[config.mk]
export PLATFORM = sky130hd
export DESIGN_NAME = fpround_arbiter
export DESIGN_NICKNAME = d
export VERILOG_FILES = /design/src/rtl/fpround_arbiter.sv
export SDC_FILE = /design/constraint.sdc
export NUM_CORES = 1
export LEC_CHECK = 0
export BUFFER_PORTS_ARGS = -buffer_cell sky130_fd_sc_hd__buf_2
export CAP_MARGIN = 20
export CORE_AREA = 2 2 174 176
export CTS_CLUSTER_DIAMETER = 100
export DETAILED_ROUTE_END_ITERATION = 7
export DIE_AREA = 0 0 176 178
export PLACE_DENSITY = 0.5
export SLEW_MARGIN = 10
export SYNTH_ARGS = -nofsm -noshare
export SYNTH_HDL_FRONTEND = slang
export SYNTH_SLANG_ARGS = --single-unit
[constraint.sdc]
create_clock -name clk -period 1.6 [get_ports clk]
set_input_delay 0.4 -clock clk [delete_from_list [all_inputs] [get_ports clk]]
set_output_delay 0.4 -clock clk [all_outputs]
set_load 0.02 [all_outputs]
[src/rtl/fpround_arbiter.sv]
// Round-robin arbiter sharing one combinational FP rounder between add/sub (id 0) and convert (id 1).
// Optional macro FPROUND_ARB_PERF_EN adds saturating perf counters (perf_ops0, perf_ops1, perf_stall).
module fpround_arbiter #(
  parameter int PW   = 96,
  parameter int CNTW = 16
) (
  input  logic          clk,
  input  logic          reset_n,
  input  logic [1:0]    req_valid,
  output logic [1:0]    req_ready,
  input  logic [PW-1:0] req0_data,
  input  logic [PW-1:0] req1_data,
  output logic [PW-1:0] rnd_data,
  input  logic [63:0]   rnd_result,
  input  logic [4:0]    rnd_flags,
  input  logic          rnd_denorm,
  output logic          rsp_valid,
  input  logic          rsp_ready,
  output logic          rsp_id,
  output logic [63:0]   rsp_result,
  output logic [4:0]    rsp_flags,
  output logic          rsp_denorm,
  input  logic          fflags_clr,
  output logic [4:0]    fflags
`ifdef FPROUND_ARB_PERF_EN
  ,
  output logic [CNTW-1:0] perf_ops0,
  output logic [CNTW-1:0] perf_ops1,
  output logic [CNTW-1:0] perf_stall
`endif
);

  logic s1_v;
  logic s1_id;
  logic s2_v;
  logic rr_ptr;
  logic s1_adv;
  logic s2_adv;
  logic grant;
  logic accept;
  logic handoff;

  assign s2_adv  = ~s2_v | rsp_ready;
  assign s1_adv  = ~s1_v | s2_adv;
  assign grant   = (&req_valid) ? rr_ptr : req_valid[1];
  // Gating with reset_n keeps req_ready low for the whole time reset is asserted.
  assign accept  = (|req_valid) & s1_adv & reset_n;
  assign handoff = s2_v & rsp_ready;

  assign req_ready = accept ? (grant ? 2'b10 : 2'b01) : 2'b00;
  assign rsp_valid = s2_v;

  always_ff @(posedge clk or negedge reset_n) begin
    if (!reset_n) begin
      s1_v       <= 1'b0;
      s1_id      <= 1'b0;
      s2_v       <= 1'b0;
      rr_ptr     <= 1'b0;
      rnd_data   <= '0;
      rsp_id     <= 1'b0;
      rsp_result <= '0;
      rsp_flags  <= '0;
      rsp_denorm <= 1'b0;
      fflags     <= '0;
    end else begin
      if (accept) begin
        rr_ptr <= ~grant;
      end
      if (s1_adv) begin
        s1_v <= accept;
        if (accept) begin
          s1_id    <= grant;
          rnd_data <= grant ? req1_data : req0_data;
        end
      end
      if (s2_adv) begin
        s2_v <= s1_v;
        if (s1_v) begin
          rsp_id     <= s1_id;
          rsp_result <= rnd_result;
          rsp_flags  <= rnd_flags;
          rsp_denorm <= rnd_denorm;
        end
      end
      // A clear in the same cycle as a handoff drops that op's flags.
      if (fflags_clr) begin
        fflags <= '0;
      end else if (handoff) begin
        fflags <= fflags | rsp_flags;
      end
    end
  end

`ifdef FPROUND_ARB_PERF_EN
  localparam logic [CNTW-1:0] CNT_MAX = '1;
  localparam logic [CNTW-1:0] CNT_ONE = CNTW'(1);

  always_ff @(posedge clk or negedge reset_n) begin
    if (!reset_n) begin
      perf_ops0  <= '0;
      perf_ops1  <= '0;
      perf_stall <= '0;
    end else begin
      if (accept && !grant && perf_ops0 != CNT_MAX) begin
        perf_ops0 <= perf_ops0 + CNT_ONE;
      end
      if (accept && grant && perf_ops1 != CNT_MAX) begin
        perf_ops1 <= perf_ops1 + CNT_ONE;
      end
      if (s2_v && !rsp_ready && perf_stall != CNT_MAX) begin
        perf_stall <= perf_stall + CNT_ONE;
      end
    end
  end
`endif

endmodule
==> impl_results.md, run 1 <==
- Status: complete, but fails checks
- Failing checks: hold timing, setup timing
- Area post-placement: 0.0110 mm^2
- Design area: 0.0118 mm^2
- F_max: 559 MHz
- Max_cap viols: 0
- Synthesized area: 0.00811 mm^2
- Horiz. Die Dim: 176 um
- FF-to-FF setup slack: -0.03 ns
- Vias in the first global route: 7,769
- Area delta synth->final: 45.6%
- Vias: 8,037
- WL/cell: 20.4 um
- First-pass GRT wire length: 46.3 mm
- Crit path DAT: 1.39 ns
- Worst Clk Skew: 0.0161 ns
- GRT Overall Usage: 19.4%
- CTS Buf Count: 17
- H-tree levels: 4
- Post-Synthesis Mean Instance Area: 10.8 um^2
- Post-Route Utilization: 40.2%
- Peak supply drop: 0.000602 V
- # clock sinks: 176
- Total gr overflow: 0
- Setup slack after layout: -0.190 ns
- Die area: 0.0313 mm^2
- Crit-path max FO: 3
- Row count: 63
- Ys Warns: 0
- Worst-path clk slew: 0.08 ns
- Post-Synthesis Net Count: 1,020
- Bufs on Longest Clock Path: 2
- Min-Delay Path Class: primary input to asynchronous set/reset pin
- Initial antenna violation count: 0
- TritonRoute pass-1 iters: 5
- Pin count of the biggest net entering global routing: 177
- RSZ-0062 raised after global routing: true
- Setup TNS: -0.403 ns
- Core ar.: 0.0294 mm^2
- Worst slack, placed: -0.0457 ns
- Fin nets: 1,446
- Initial DRC count: 405
- Pwr Density: 1330 mW/mm^2
- Min cycle time layout: 1.79 ns
- Post-DP HPWL: 22.5 mm
- Library cells used by synthesis: 24
- Crit path launch type: flip-flop
- Clock latency at the later pin of the worst-skew pair: 0.44 ns
- DRC errors left: 0
- CTS tree: built
- Post-CTS Hold Fix Bufs: 0
- Die Ht: 178 um
- DRT Wirelength: 32.3 mm
- IO buf count: 442
- Mapped Cells: 752
- Final Hold Slack: -0.0562 ns
- Fin. max-slew vios: 0
- Crit end category: output port
- Antenna diodes: 0
- Ports: 443
- Via/cell ratio: 5.08
- Register area share after synthesis: 54.3%
- Worst Path Class, Setup: flip-flop to output port
- Hold Violations, Final: 10
- Share of layout cells above drive strength 1: 52.5%
- Setup crit start: rr_ptr$_DFFE_PN0P_
- Initial core utilization: 27.6%
- Yosys reg bits: 176
- Worst slew pin tran: 1.38 ns
- Relative slew slack: 7.73%
- Worst r2r src: rr_ptr$_DFFE_PN0P_
- CTS Root Cell: clkbuf_16
- Final ANT Viol Nets: 0
- Required time of the critical path: 1.20 ns
- Fin crit share: 112%
- Setup violators final: 3
- Leakage Power: 5.25 nW
- Placer Congestion: 0.799
## critical path, cell delays in order (launching register included)
cell	delay [ns]
dfrtp_4	0.49
nor2b_4	0.16
nor2_2	0.09
nor2_4	0.08
buf_4	0.14
## metal layers
layer	global-route usage, %	part of all wire, %
met5	0	0
met4	5.61	1.9
met3	5.43	7.6
met2	33.7	50
met1	23.5	40
## cell usage in the layout (no fill, tap or decap), types with 2 or more instances in the layout
master     count
o211ai_1      96
buf_6          2
nor2_1         5
mux2_2        72
a21oi_1      103
buf_12        17
buf_4         37
inv_2          2
clkbuf_16     20
nand2b_1       2
a31oi_1       87
bufinv_16      2
inv_6          4
a31oi_2        9
dfrtp_1      174
buf_2        438
clkinv_8       2
o21ai_0       90
inv_8          4
o21ai_1        6
## through the flow
stage	total power (W)	cells	hold WS [ns]
5_1_grt	0.0165	1581	0.165
3_3_place_gp	0.0112	1540	0.475
4_1_cts	0.0158	1574	0.168
2_1_floorplan	0.00893	752	0.104
3_5_place_dp	0.0112	1540	0.486
6_report	0.0157	1581	-0.0562
## power by group
part	total, W	switching [W]	internal, W	leakage (nW)
Sequential	0.00599	0.000550	0.00544	2.01
Combinational	0.00518	0.00315	0.00203	2.93
Clock	0.00449	0.00209	0.00240	0.302
## cell usage after synthesis
cell type  instances  share of area, %
a31oi_1           87               6.7
nor2b_1            1             0.077
inv_2              1             0.046
nor3_1             1             0.062
a31oi_2            9               1.4
o21ai_1            5              0.31
buf_4              2              0.19
clkinv_1           1             0.046
nand2b_1           2              0.15
buf_6              6              0.83
nor2_1             7              0.32
and2_4             1              0.11
a21oi_1          103               6.4
o211ai_1          96               8.9
and2_1             1             0.077
dfrtp_1          176                54
nand2_1            3              0.14
nand3b_1           1             0.093
mux2_2            72                10
o21ai_0           91               5.6
buf_1              1             0.046
buf_2             18               1.1
clkbuf_1          66               3.1
o21a_1             1             0.093
## layout make-up
type                            instances  area, um^2
Clock buffer                           17         425
Timing Repair Buffer                  500        2960
Multi-Input combinational cell        481        3320
Sequential cell                       176        4410
Tap cell                              390         488
Fill cell                            2983       17600
Clock inverter                         15         194
Inverter                                2        7.51
## logic make-up after synthesis
kind of cell	Yosys count	share of synthesized area (%)
multiplexers	72	10.0
AO/OA/AOI/OAI	392	29.4
buffers and inverters	95	5.32
AND/OR/NAND/NOR	17	1.03
flip-flops	176	54.3
## path summary, 6_finish.rpt
check / depth (start not counted) / endpoint
max: 4 / req_ready[0]
max reg2reg: 4 / rnd_data[1]$_DFFE_PN0P_
min reg2reg: 1 / rsp_result[49]$_DFFE_PN0P_
max in group asynchronous: 2 / rsp_result[42]$_DFFE_PN0P_
min in group clk: 2 / fflags[2]$_DFFE_PN0P_
min: 2 / rnd_data[16]$_DFFE_PN0P_
## registers in the layout, indices dropped and copies added (netlist names), 5 cells and up
name        count
rnd_data       96
rsp_result     64
fflags          5
rsp_flags       5
## what timing repair did
action,4_1_cts,5_1_grt
setup buffers,2,5
endpoints found under the hold margin,0,0
pin swaps,1,9
resized for setup,5,8
cloned,0,3
setup endpoints to repair,2,25
Note: power is estimated with default switching activity, not from simulation.
==> inputs of run 2 (changes only) <==
--- a/config.mk
+++ b/config.mk
@@ -7,11 +7,13 @@
 export LEC_CHECK = 0
 export BUFFER_PORTS_ARGS = -buffer_cell sky130_fd_sc_hd__buf_2
 export CAP_MARGIN = 20
-export CORE_AREA = 2 2 174 176
+export CELL_PAD_IN_SITES_DETAIL_PLACEMENT = 1
+export CELL_PAD_IN_SITES_GLOBAL_PLACEMENT = 1
+export CORE_AREA = 2 2 170 172
 export CTS_CLUSTER_DIAMETER = 100
 export DETAILED_ROUTE_END_ITERATION = 7
-export DIE_AREA = 0 0 176 178
-export PLACE_DENSITY = 0.5
+export DIE_AREA = 0 0 172 174
+export PLACE_DENSITY = 0.68
 export SLEW_MARGIN = 10
 export SYNTH_ARGS = -nofsm -noshare
 export SYNTH_HDL_FRONTEND = slang
==> impl_results.md, run 2 (synthesis gave the netlist of run 1 again) <==
- Bufs on Longest Clock Path: 2
- Most frequent cells in the layout: 438 x buf_2, 175 x dfrtp_1, 103 x a21oi_1
- Vias: 8,224
- Setup violators final: 2
- Clock latency at the later pin of the worst-skew pair: 0.44 ns
- GRT Overall Usage: 21.8%
- Crit path largest cell delay: 0.50 ns
- Min cycle time layout: 1.82 ns
- Required time of the critical path: 1.20 ns
- Crit path DAT: 1.42 ns
- Crit-path cells: nor2b_4 -> buf_6 -> nor3_4 -> buf_6
- Min-Delay Path Class: primary input to asynchronous set/reset pin
- Total gr overflow: 0
- Largest register FFs: 96
- Setup TNS: -0.421 ns
- Vias in the first global route: 8,501
- First-pass GRT wire length: 50.1 mm
- Die area: 0.0299 mm^2
- DRC errors left: 0
- Critical path buffers and inverters: 2
- Pin count of the biggest net entering global routing: 177
- RSZ-0062 raised after global routing: true
- Design area: 0.0118 mm^2
- Area post-placement: 0.0110 mm^2
- Crit-path max FO: 3
- Most flop-heavy register: rnd_data
- Worst Path Class, Setup: flip-flop to output port
- Failing checks: setup timing
- Crit end category: output port
- Fin. max-slew vios: 0
- WL/cell: 21.7 um
- Die Ht: 174 um
- Post-DP HPWL: 23.6 mm
- Leakage Power: 5.26 nW
- Area delta synth->final: 45.9%
- Worst slew pin tran: 1.12 ns
- Fin nets: 1,448
- Worst Clk Skew: 0.00969 ns
- Initial core utilization: 28.7%
- TritonRoute pass-1 iters: 4
- Initial antenna violation count: 6
- Worst-path clk slew: 0.08 ns
- Max_cap viols: 0
- Row count: 62
- F_max: 549 MHz
- Setup slack after layout: -0.220 ns
- Crit path top cell by count: buf_6
- Ports: 443
- # clock sinks: 176
- H-tree levels: 4
- Commonest non-fill, non-tap cell in the layout: buf_2
- Horiz. Die Dim: 172 um
- Final Hold Slack: 0.0963 ns
- CTS tree: built
- Slowest stage cell, crit path: dfrtp_4
- IO buf count: 442
- Crit path launch type: flip-flop
- Core ar.: 0.0282 mm^2
- Peak supply drop: 0.000649 V
- Share of layout cells above drive strength 1: 52.5%
- CTS Root Cell: clkbuf_16
- Status: complete, but fails checks
- DRT Wirelength: 34.3 mm
- Crit path max-delay family: flip-flops
- Regs by FF count: rnd_data: 96 flops, rsp_result: 64 flops
- Hold Violations, Final: 0
- Via/cell ratio: 5.20
- Initial DRC count: 316
- Pwr Density: 1300 mW/mm^2
- Placer Congestion: 0.775
- CTS Buf Count: 17
- Fin crit share: 114%
- Relative slew slack: 25.1%
- Final ANT Viol Nets: 0
run 2: cell types whose count changed in the layout (fill, tap and decap cells not counted), sizes merged:
cell	previous run	this run
clkinv	4	9
diode	0	5
inv	10	7
bufinv	2	0
and2	2	3
clkbuf	21	22
run 2: layout make-up:
type	count	area [um^2]
Clock inverter	15	150
Fill cell	3336	16400
Tap cell	384	480
Clock buffer	17	425
Multi-Input combinational cell	482	3330
Inverter	2	8.76
Timing Repair Buffer	501	3020
Antenna cell	5	12.5
Sequential cell	176	4410
run 2: path summary, 6_finish.rpt:
path	start	end	slack, ns	cells past startpoint
worst max-delay path	rr_ptr$_DFFE_PN0P_	req_ready[1]	-0.22	4
worst min-delay path	reset_n	rnd_data[21]$_DFFE_PN0P_	0.1	2
worst max register to register	rr_ptr$_DFFE_PN0P_	rnd_data[20]$_DFFE_PN0P_	0.05	7
worst min register to register	rsp_result[16]$_DFFE_PN0P_	rsp_result[16]$_DFFE_PN0P_	0.50	1
max in group asynchronous	reset_n	rr_ptr$_DFFE_PN0P_	0.49	2
min in group clk	fflags_clr	fflags[4]$_DFFE_PN0P_	0.19	2
run 2: metrics by stage:
step | utilization (%) | worst slack, ns | std cells | power (W)
3_5_place_dp | 39.0 | -0.0659 | 1529 | 0.0113
3_3_place_gp | 39.0 | 0.00875 | 1529 | 0.0111
4_1_cts | 41.3 | -0.252 | 1567 | 0.0155
2_1_floorplan | - | 0.000640 | 752 | 0.00893
6_report | 41.9 | -0.220 | 1582 | 0.0154
5_1_grt | 41.9 | -0.270 | 1582 | 0.0162
run 2: where the power goes:
group          internal (W)  total (W)  switching (W)
Sequential          0.00544    0.00598       0.000545
Combinational       0.00206    0.00530        0.00325
Clock               0.00207    0.00414        0.00207
run 2: repair_timing:
action                     4_1_cts  5_1_grt
setup endpoints to repair        2       51
gates resized for setup          7        4
gates cloned                     0        5
hold buffers                     0        0
buffers inserted                 6        6
pin swaps                        3       16
run 2: routing by layer:
metal  up-vias  share of wire (%)  global-route usage [%]
met2       325                 50                    38.3
met5         -              0.038                       0
met4         2                2.3                    7.32
li1       3732                  -                       -
met3        48                7.5                    6.12
met1      4117                 40                    25.4
run 2: worst register-to-register path: cells and delay by family (launching register included):
family	cells	cell delay, ns
flip-flops	1	0.50
AO/OA/AOI/OAI	2	0.25
AND/OR/NAND/NOR	1	0.18
buffers and inverters	4	0.56
==> inputs of run 3 (changes only) <==
--- a/config.mk
+++ b/config.mk
@@ -14,6 +14,7 @@
 export DETAILED_ROUTE_END_ITERATION = 7
 export DIE_AREA = 0 0 172 174
 export PLACE_DENSITY = 0.68
+export RECOVER_POWER = 25
 export SLEW_MARGIN = 10
 export SYNTH_ARGS = -nofsm -noshare
 export SYNTH_HDL_FRONTEND = slang
==> impl_results.md, run 3 (synthesis gave the netlist of run 1 again) <==
- Worst slew pin tran: 1.12 ns
- Worst-path clk slew: 0.07 ns
- Initial DRC count: 316
- H-tree levels: 4
- Vias in the first global route: 8,501
- IO buf count: 442
- DRT Wirelength: 34.3 mm
- Core ar.: 0.0282 mm^2
- Status: complete, but fails checks
- Ports: 443
- Commonest non-fill, non-tap cell in the layout: buf_2
- # clock sinks: 176
- Most frequent cells in the layout: 438 x buf_2, 175 x dfrtp_1, 103 x a21oi_1
- Setup slack after layout: -0.220 ns
- CTS tree: built
- WL/cell: 21.7 um
- Peak supply drop: 0.000649 V
- Post-CTS Hold Fix Bufs: 0
- Bufs on Longest Clock Path: 2
- GRT Overall Usage: 21.8%
- F_max: 550 MHz
- Relative slew slack: 25.0%
- Pin count of the biggest net entering global routing: 177
- Clock latency at the later pin of the worst-skew pair: 0.44 ns
- Most flop-heavy register: rnd_data
- Crit end category: output port
- Pwr Density: 1300 mW/mm^2
- Initial core utilization: 28.7%
- CTS Buf Count: 17
- Crit path DAT: 1.42 ns
- Crit path launch type: flip-flop
- Crit path top cell by count: buf_6
- CTS Root Cell: clkbuf_16
- Worst Path Class, Setup: flip-flop to output port
- Worst Clk Skew: 0.00969 ns
- RSZ-0062 raised after global routing: true
- Total gr overflow: 0
- DRC errors left: 0
- Post-DP HPWL: 23.6 mm
- Slowest stage cell, crit path: dfrtp_4
- Required time of the critical path: 1.20 ns
- Final ANT Viol Nets: 0
- Via/cell ratio: 5.20
- Setup TNS: -0.421 ns
- Fin nets: 1,448
- Crit-path cells: nor2b_4 -> buf_6 -> nor3_4 -> buf_6
- Post-Route Utilization: 41.9%
- Crit-path max FO: 3
- Largest register FFs: 96
- Horiz. Die Dim: 172 um
- Min-Delay Path Class: primary input to flip-flop
- First-pass GRT wire length: 50.1 mm
- TritonRoute pass-1 iters: 4
- Final Hold Slack: 0.185 ns
- Fin. max-slew vios: 0
- Leakage Power: 5.25 nW
- Share of layout cells above drive strength 1: 52.4%
- Area delta synth->final: 45.8%
- Hold Violations, Final: 0
- Min cycle time layout: 1.82 ns
- Failing checks: setup timing
- Fin crit share: 114%
- Max_cap viols: 0
- Vias: 8,225
- Initial antenna violation count: 6
- Placer Congestion: 0.775
- Die Ht: 174 um
- Crit path largest cell delay: 0.50 ns
- Row count: 62
- Worst slack, placed: -0.0659 ns
- Total power: 0.0154 W
- Die area: 0.0299 mm^2
- Setup violators final: 2
- Regs by FF count: rnd_data: 96 flops, rsp_result: 64 flops
run 3: cell counts in the layout (fill, tap and decap cells not counted):
Identical to the previous run, type by type.
run 3: path summary, 6_finish.rpt:
path                                       startpoint                         end  slack (ns)  cells past startpoint
max                                rr_ptr$_DFFE_PN0P_                req_ready[1]       -0.22                      4
min                                        fflags_clr       fflags[4]$_DFFE_PN0P_        0.18                      2
max reg2reg                        rr_ptr$_DFFE_PN0P_    rnd_data[20]$_DFFE_PN0P_        0.05                      7
min reg2reg                rsp_result[16]$_DFFE_PN0P_  rsp_result[16]$_DFFE_PN0P_        0.50                      1
max in group asynchronous                     reset_n          rr_ptr$_DFFE_PN0P_        0.38                      2
min in group asynchronous                     reset_n    rnd_data[21]$_DFFE_PN0P_        0.20                      2
run 3: critical path: cells and delay by family, from the launching register on:
| kind | cells | cell delay (ns) |
|---|---|---|
| buffers and inverters | 2 | 0.27 |
| DFF | 1 | 0.50 |
| and+or+nand+nor | 2 | 0.22 |
run 3: stage by stage:
step	instance area [um^2]	cells
floorplan	8140	752
global placement	11000	1529
detailed placement	11000	1529
CTS	11700	1567
global route	11800	1582
finish	11800	1582
run 3: area by class of cell:
type | count | area [um^2]
fillers | 3337 | 16400
flip-flops and latches | 176 | 4410
multi-input cells | 482 | 3330
repair buffers | 501 | 3010
well taps | 384 | 480
clock buffers | 17 | 425
clock inverters | 15 | 150
diodes | 5 | 12.5
inverters | 2 | 8.76
run 3: routing by layer:
metal  GRT usage [%]  part of all wire (%)  up-vias
met5               0                 0.038        -
met4            7.32                   2.3        2
met3            6.12                   7.5       48
met2            38.3                    50      325
met1            25.4                    40     4117
li1                -                     -     3733
run 3: what timing repair did:
item / 4_1_cts / 5_1_grt
cloned: 0 / 5
pin swaps: 3 / 16
gates resized for setup: 7 / 4
setup endpoints to repair: 2 / 51
buffers inserted: 6 / 6
run 3: report_power, final:
group          internal [W]  leakage [nW]  switching [W]  total (W)
registers           0.00544          2.01       0.000545    0.00598
logic               0.00205          2.95        0.00325    0.00530
clock network       0.00207         0.281        0.00207    0.00414
total               0.00956          5.25        0.00586     0.0154
